## src/rtl/ift_sram_arbiter.sv

```systemverilog
// rtl/ift_sram_arbiter.sv - two-requester round-robin arbiter for one single-port IFT SRAM
//
// Purpose:
//   Shares one single-port SRAM between two requesters (e.g. instruction fetch
//   and data port). At most one request is accepted per cycle. Read data coming
//   back one cycle later is steered to the requester that issued the read.
//   Conservative taint tracking: any tainted input to the arbitration decision
//   taints the grant, the SRAM address/control/data and the returned data.
//
// Ports:
//   clk_i, rst_ni                      clock, asynchronous active-low reset
//   valid_i/write_i [2]                per-requester request valid / write flag
//   addr_i  [2][Aw]                    per-requester word address
//   wdata_i/wmask_i [2][Width]         per-requester write data / bit write mask
//   ready_o [2]                        one-hot grant
//   rvalid_o [2], rdata_o [2][Width]   read response, one cycle after the grant
//   sram_req_o, sram_write_o           SRAM request / write enable
//   sram_addr_o [Aw]                   SRAM word address
//   sram_wdata_o/sram_wmask_o [Width]  SRAM write data / write mask
//   sram_rdata_i [Width]               SRAM read data, one cycle after a read
//   *_t0                               taint twin of every port above

module ift_sram_arbiter #(
    parameter int unsigned Width     = 32,
    parameter int unsigned Aw        = 15,
    parameter int unsigned NumTaints = 1
) (
    input  logic                  clk_i,
    input  logic                  rst_ni,

    input  logic [1:0]            valid_i,
    input  logic [1:0]            valid_i_t0,
    input  logic [1:0]            write_i,
    input  logic [1:0]            write_i_t0,
    input  logic [1:0][Aw-1:0]    addr_i,
    input  logic [1:0][Aw-1:0]    addr_i_t0,
    input  logic [1:0][Width-1:0] wdata_i,
    input  logic [1:0][Width-1:0] wdata_i_t0,
    input  logic [1:0][Width-1:0] wmask_i,
    input  logic [1:0][Width-1:0] wmask_i_t0,

    output logic [1:0]            ready_o,
    output logic [1:0]            ready_o_t0,
    output logic [1:0]            rvalid_o,
    output logic [1:0]            rvalid_o_t0,
    output logic [1:0][Width-1:0] rdata_o,
    output logic [1:0][Width-1:0] rdata_o_t0,

    output logic                  sram_req_o,
    output logic                  sram_req_o_t0,
    output logic                  sram_write_o,
    output logic                  sram_write_o_t0,
    output logic [Aw-1:0]         sram_addr_o,
    output logic [Aw-1:0]         sram_addr_o_t0,
    output logic [Width-1:0]      sram_wdata_o,
    output logic [Width-1:0]      sram_wdata_o_t0,
    output logic [Width-1:0]      sram_wmask_o,
    output logic [Width-1:0]      sram_wmask_o_t0,
    input  logic [Width-1:0]      sram_rdata_i,
    input  logic [Width-1:0]      sram_rdata_i_t0
);

    if (NumTaints != 1) begin : gen_num_taints_check
        $fatal(1, "ift_sram_arbiter: only NumTaints == 1 is supported");
    end

    // Round-robin pointer: index of the requester that wins the next contended cycle.
    logic prio_q, prio_d;
    logic prio_taint_q, prio_taint_d;

    // Outstanding read response: valid flag, owner and taint.
    logic rsp_valid_q, rsp_valid_d;
    logic rsp_id_q, rsp_id_d;
    logic rsp_taint_q, rsp_taint_d;

    logic contended;
    logic gnt_any;
    logic gnt_id;
    logic grant_taint;

    // Grant decision. With a single valid requester the pointer is irrelevant,
    // so the winner is requester 1 exactly when requester 0 is idle.
    always_comb begin
        contended   = valid_i[0] & valid_i[1];
        gnt_any     = |valid_i;
        gnt_id      = contended ? prio_q : ~valid_i[0];
        // The pointer only influences the outcome under contention, so its
        // taint only propagates then.
        grant_taint = (|valid_i_t0) | (prio_taint_q & contended);
    end

    always_comb begin
        prio_d       = prio_q;
        prio_taint_d = prio_taint_q;
        rsp_valid_d  = 1'b0;
        rsp_id_d     = rsp_id_q;
        rsp_taint_d  = 1'b0;
        if (gnt_any) begin
            prio_d       = ~gnt_id;
            prio_taint_d = grant_taint;
            rsp_valid_d  = ~write_i[gnt_id];
            if (!write_i[gnt_id]) begin
                rsp_id_d = gnt_id;
            end
            // A tainted write flag makes it uncertain whether a response exists.
            rsp_taint_d  = grant_taint | write_i_t0[gnt_id];
        end
    end

    always_ff @(posedge clk_i or negedge rst_ni) begin
        if (!rst_ni) begin
            prio_q       <= 1'b0;
            prio_taint_q <= 1'b0;
            rsp_valid_q  <= 1'b0;
            rsp_id_q     <= 1'b0;
            rsp_taint_q  <= 1'b0;
        end else begin
            prio_q       <= prio_d;
            prio_taint_q <= prio_taint_d;
            rsp_valid_q  <= rsp_valid_d;
            rsp_id_q     <= rsp_id_d;
            rsp_taint_q  <= rsp_taint_d;
        end
    end

    // Output drive. Everything is forced to zero while reset is asserted, so
    // combinational paths from valid_i cannot leak a request during reset.
    always_comb begin
        ready_o         = '0;
        ready_o_t0      = '0;
        rvalid_o        = '0;
        rvalid_o_t0     = '0;
        rdata_o         = '0;
        rdata_o_t0      = '0;
        sram_req_o      = 1'b0;
        sram_req_o_t0   = 1'b0;
        sram_write_o    = 1'b0;
        sram_write_o_t0 = 1'b0;
        sram_addr_o     = '0;
        sram_addr_o_t0  = '0;
        sram_wdata_o    = '0;
        sram_wdata_o_t0 = '0;
        sram_wmask_o    = '0;
        sram_wmask_o_t0 = '0;

        if (rst_ni) begin
            sram_req_o    = gnt_any;
            sram_req_o_t0 = |valid_i_t0;
            ready_o_t0    = {2{grant_taint}};

            if (gnt_any) begin
                ready_o[gnt_id]  = 1'b1;
                sram_write_o     = write_i[gnt_id];
                sram_addr_o      = addr_i[gnt_id];
                sram_wdata_o     = wdata_i[gnt_id];
                sram_wmask_o     = wmask_i[gnt_id];
                sram_write_o_t0  = write_i_t0[gnt_id];
                sram_addr_o_t0   = addr_i_t0[gnt_id];
                sram_wdata_o_t0  = wdata_i_t0[gnt_id];
                sram_wmask_o_t0  = wmask_i_t0[gnt_id];
            end

            // A tainted grant means the whole SRAM access is attacker-influenced.
            sram_write_o_t0 = sram_write_o_t0 | grant_taint;
            sram_addr_o_t0  = sram_addr_o_t0  | {Aw{grant_taint}};
            sram_wdata_o_t0 = sram_wdata_o_t0 | {Width{grant_taint}};
            sram_wmask_o_t0 = sram_wmask_o_t0 | {Width{grant_taint}};

            rvalid_o[rsp_id_q] = rsp_valid_q;
            rvalid_o_t0        = {2{rsp_taint_q}};

            for (int i = 0; i < 2; i++) begin
                if (rvalid_o[i]) begin
                    rdata_o[i] = sram_rdata_i;
                end
                // With a tainted response either port may see data, so both
                // ports carry the taint even when their rvalid is low.
                if (rvalid_o[i] || rsp_taint_q) begin
                    rdata_o_t0[i] = sram_rdata_i_t0 | {Width{rsp_taint_q}};
                end
            end
        end
    end

endmodule

```

## config.mk

```make
export PLATFORM = sky130hd
export DESIGN_NAME = ift_sram_arbiter
export DESIGN_NICKNAME = d
export VERILOG_FILES = /design/src/rtl/ift_sram_arbiter.sv
export SDC_FILE = /design/constraint.sdc
export NUM_CORES = 1
export LEC_CHECK = 0
export CAP_MARGIN = 20
export CORE_AREA = 2 2 269 271
export DETAILED_ROUTE_END_ITERATION = 7
export DIE_AREA = 0 0 271 273
export PLACE_DENSITY_LB_ADDON = 0.3
export SLEW_MARGIN = 20
export SYNTH_ARGS = -nofsm -noshare
export SYNTH_HDL_FRONTEND = slang
export SYNTH_SLANG_ARGS = --single-unit
```

## constraint.sdc

```tcl
create_clock -name clk_i -period 3.1 [get_ports clk_i]
set_input_delay 0.31 -clock clk_i [delete_from_list [all_inputs] [get_ports clk_i]]
set_output_delay 0.31 -clock clk_i [all_outputs]
set_load 0.01 [all_outputs]
```

==> Word-level counts from Yosys, hierarchy flattened <==
Index checks and enable logic that the tools add are counted.
W data, S select, Z words.
{ "classes": {"muxes": 56, "n_bitwise": 13, "order_cmp": 4, "n_reduce_logical": 7} }
{ "op_table": {"columns": ["op", "n"], "rows": [
  ["$mux W32", 22],
  ["$mux W15", 9],
  ["$mux W64", 2],
  ["$or A32 B32 Y32", 3],
  ["$mux W1", 16],
  ["$or A15 B15 Y15", 1],
  ["$mux W2", 5],
  ["$lt A1 B2 Y1 const B", 2],
  ["$reduce_or A2 Y1", 2],
  ["$not A1 Y1", 3],
  ["$or A1 B1 Y1", 3],
  ["$and A1 B1 Y1", 2],
  ["$and A2 B2 Y2", 1],
  ["$demux W1 S1", 2],
  ["$ge A1 B1 Y1 const B", 2],
  ["$logic_and A1 B1 Y1", 2],
  ["$logic_or A1 B1 Y1", 2],
  ["$reduce_and A2 Y1", 1]
]} }
{ "word_totals": {"reg_bits": 5, "wordCells": 85, "out_inout_bits": 298} }

==> Longest topological paths before layout <==
{ "depth": {"ltp_word": 8, "mapped_depth": 6} }

==> Least setup slack after synthesis <==
OpenSTA, ideal clock, no wires.
{ "synth_timing": {"path_kind": "flip-flop to output port", "start": "register prio_q", "end": "output sram_wdata_o_t0[0]", "arrival_ns": 1.385, "path_slack_ns": 1.405, "stages_incl_launch_ff": 6, "n_path_buf": 2, "cell_sequence": "dfrtp_1 > a21boi_1 > buf_2 > clkbuf_1 > a22oi_1 > a21boi_0"} }
{ "synth_between": {"elab_chain_len": 7} }
{ "synth_lines": {"columns": ["item", "line_no", "text"], "rows": [
  ["from (decl)", "68", "logic prio_q, prio_d;"],
  ["from (signal assigned)", "118", "prio_q <= prio_d;"],
  ["$mux W1", "86", "gnt_id = contended ? prio_q : ~valid_i[0];"],
  ["$mux W32 (implied by the code) (2 in a row)", "159", "sram_wdata_o_t0 = wdata_i_t0[gnt_id];"],
  ["$mux W32", "151", "if (gnt_any) begin"],
  ["$mux W32", "146", "if (rst_ni) begin"],
  ["$or A32 B32 Y32", "166", "sram_wdata_o_t0 = sram_wdata_o_t0 | {Width{grant_taint}};"],
  ["$mux W32", "146", null],
  ["to (decl)", "56", "output logic [Width-1:0] sram_wdata_o_t0,"]
]} }
Every way passes these cells. The select of a mux whose other input is x is not followed.

==> Worst setup path in the final report <==
{ "layout_timing": {"start": "input valid_i[1]", "end": "output sram_wdata_o[20]"} }
{ "layout_between": {"elab_chain_len": 6} }
{ "layout_lines": {"columns": ["item", "line_no", "text"], "rows": [
  ["from (decl)", "31", "input logic [1:0] valid_i,"],
  ["$and A1 B1 Y1", "84", "contended = valid_i[0] & valid_i[1];"],
  ["$mux W1", "86", null],
  ["$mux W32 (implied by the code) (2 in a row)", "155", "sram_wdata_o = wdata_i[gnt_id];"],
  ["$mux W32 *", "151", null],
  ["$mux W32 *", "146", null],
  ["to (decl)", "55", "output logic [Width-1:0] sram_wdata_o,"]
]} }
Mark *: on every way between the ends. The rest lies on a longest branch, timed or not. The select of a mux whose other input is x is not followed.

==> summary.md <==
| Metric | Value |
|---|---|
| GPL Wtd Cong | `between 0.9 and 1` |
| CTS Buf Count | `3` |
| Crit-path max cell delay | `580 ps` |
| Vias/cell | `3.27` |
| Max Cap Viol | `0` |
| Initial DRT Pass Iterations | `4` |
| Leak | `4.15 nW` |
| Die area | `74000 um2` |
| Critical Path Fanout Max | `40` |
| Post-synth ARST share | `1.00` |
| Syn_area_per_cell | `6.40 um2` |
| Starting density of the core | `0.0474` |
| Pin count of the biggest net entering global routing | `75` |
| Flop pwr share | `0.038` |
| Number of synthesized flops with an enable pin | `0` |
| Drt total wl | `about 42 mm` |
| Maximum clock frequency | `roughly 0.34 GHz` |
| Post-DP HPWL | `35.6 mm` |
| Fillers | `between 7k and 8k` |
| Switching part of the total | `0.385` |
| CP Launch Type | `input pin` |
| GRT Residual Overflow | `0` |
| Synth cell types | `27` |
| Combinational share of power | `0.868` |
| TritonCTS clock tree | `built` |
| H-tree level count | `1` |
| Max-slew headroom | `0.609` |
| IO Pins | `688` |
| 1st-iter DRT viols | `251` |
| # nets final | `1571` |
| Synth Register Bits | `5` |
| Layout cells sized above 1 | `0.0551` |
| Final worst path period share | `0.958` |
| RSZ-0062 raised after global routing | `no` |
| Via count of the first global-routing pass | `between 7k and 8k` |
| Setup Buffers After CTS | `0` |
| Synth warn | `0` |
| Worst slew pin tran | `587 ps` |
| Crit-path slowest cell | `clkdlybuf4s50_1` |
| Total clock sinks | `5` |
| CP endpoint kind | `output pin` |
| Dpl ws | `24.5 ps` |
| Dominant synthesized flop cell | `dfrtp_1` |
| Clock transition at path regs | `about 30 ps` |
| Post-Route Setup TNS | `0 ps` |
| WL/cell | `19.7 um` |
| DIE HEIGHT | `around 270 um` |
| I/O Buffers | `687` |
| First-pass GRT wire length | `55.4 mm` |
| Syn-to-layout area delta | `248%` |
| Critical path required time | `~2800 ps` |
| Clock tree buffer depth | `2` |
| Power Internal | `1.39 mW` |
| Setup-failing EPs final | `0` |
| Clk_skew | `1.76 ps` |
| Total Power | `2.26 mW` |
| Mapped Cells | `approximately 530` |
| Status | `finished, final reports clean` |
| Drt drc | `0` |
| Clk pwr share | `0.094` |
| CP arrival | `2660 ps` |
| Synth Cell Area | `3370 um2` |
| CP top delay family | `buffers and inverters` |
| Via count | `7002` |
| Root buffer cell | `clkbuf_16` |
| Crit path cell chain | `clkdlybuf4s50_1 -> buf_4 -> a21boi_4 -> and2_2 -> buf_12 -> buf_12 -> a22o_1 -> clkdlybuf4s50_1` |
| Peak VDD IR | `about 0.12 mV` |
| Crit path buf inv count | `5` |
| Initial antenna violation count | `12` |
| NetSw | `0.869 mW` |
| Final slew viol count | `0` |
| Die Wd | `271 um` |
| Endpoints failing hold | `0` |
| Hold Crit Class | `input pin to async pin` |
| Worst skew pair latency | `between 200 and 250 ps` |
| Commonest non-fill, non-tap cell in the layout | `clkdlybuf4s50_1` |
| Total core area | `71000 um2` |
| # rows | `slightly below 100` |
| Worst setup margin | `131 ps` |
| P per Cell Area | `192 nW/um2` |
| Sequential share of the synthesized area | `0.0372` |
| Crit path kind | `input pin to output pin` |
| GRT Util Overall | `0.103` |
| Post-Syn Nets | `between 900 and 1k` |
| Post-route ant nets | `0` |
| Commonest non-fill, non-tap cells in the layout | `670 x clkdlybuf4s50_1, 68 x a22o_1, 65 x nor2_1, 65 x and2_1, 63 x a21boi_0` |
| Min cycle time layout | `2970 ps` |
power groups by stage:
stage | sequential, mW | clock (mW) | combinational [mW]
2_1_floorplan | 0.0806 | 0 | 0.607
3_3_place_gp | 0.0870 | 0 | 1.98
3_5_place_dp | 0.0868 | 0 | 1.98
4_1_cts | 0.0861 | 0.215 | 1.99
5_1_grt | 0.0879 | 0.221 | 2.10
6_report | 0.0863 | 0.212 | 1.96
sequential cells by signal (all words and copies together), names as in the netlist:
register and count:
prio_q 1, prio_taint_q 1, rsp_id_q 1, rsp_taint_q 1, rsp_valid_q 1
final cells by class:
type | count | area (um2) | share of cell area
timing repair buffer | 724 | 7360 | 0.627
multi-input combinational | 442 | 2940 | 0.251
tap | 950 | 1190 | 0.101
sequential | 5 | 125 | 0.0107
clock buffer | 4 | 78.8 | 0.00672
antenna | 9 | 22.5 | 0.00192
inverter | 5 | 18.8 | 0.00160
metal layers:
layer	global-route usage	wire length, um	vias to the layer above
met2	0.196	22000	430
met1	0.108	15300	3256
met3	0.0301	3500	44
met5	0	13	-
li1	-	-	3270
met4	0.0334	1250	2
kinds of logic (layout without fill, tap and decap cells):
| family | Yosys count | in the layout | synth area share |
|---|---|---|---|
| AND/OR/NAND/NOR | 164 | 164 | 0.236 |
| flip-flops | 5 | 5 | 0.0372 |
| buffers and inverters | 79 | 733 | 0.111 |
| other | 0 | 9 | 0 |
| AO/OA/AOI/OAI | 273 | 273 | 0.601 |
| multiplexers | 5 | 5 | 0.0149 |
cell usage after synthesis (4+ instances only):
master	n	share of area
nor2_1	65	0.072
a22o_1	68	0.18
nand2_1	28	0.031
mux2i_1	5	0.015
o21ai_0	40	0.059
a22oi_1	62	0.14
buf_2	34	0.051
a221o_1	12	0.036
a21oi_1	19	0.028
inv_1	4	0.0045
dfrtp_1	5	0.037
clkbuf_1	34	0.038
a21boi_0	63	0.14
and2_1	67	0.12
metrics by stage:
| stage | util | instance area, um2 | cells | hold slack (ps) |
|---|---|---|---|---|
| detailed placement | 0.163 | 11600 | 2124 | 158 |
| global route | 0.165 | 11700 | 2136 | 476 |
| CTS | 0.165 | 11700 | 2129 | 467 |
| floorplan | - | 3370 | 526 | 14.4 |
| global placement | 0.163 | 11600 | 2124 | 156 |
| finish | 0.165 | 11700 | 2139 | 460 |
worst paths after layout:
path	depth (start not counted)	startpoint	to	slack, ps
worst max-delay path	8	valid_i[1]	sram_wdata_o[20]	130
worst min-delay path	2	rst_ni	rsp_valid_q	460
worst max register to register	4	prio_taint_q	prio_taint_q	1490
worst min register to register	1	prio_taint_q	prio_taint_q	540
max in group asynchronous	2	rst_ni	prio_q	2480
min in group clk_i	2	valid_i[0]	prio_q	500
timing repair:
item | in CTS | in global routing
hold buffers | 1 | 0
gates resized for setup | 0 | 3
endpoints found under the hold margin | 5 | 0
endpoints found under the setup margin | 0 | 57
(Power assumes the default switching activity.)
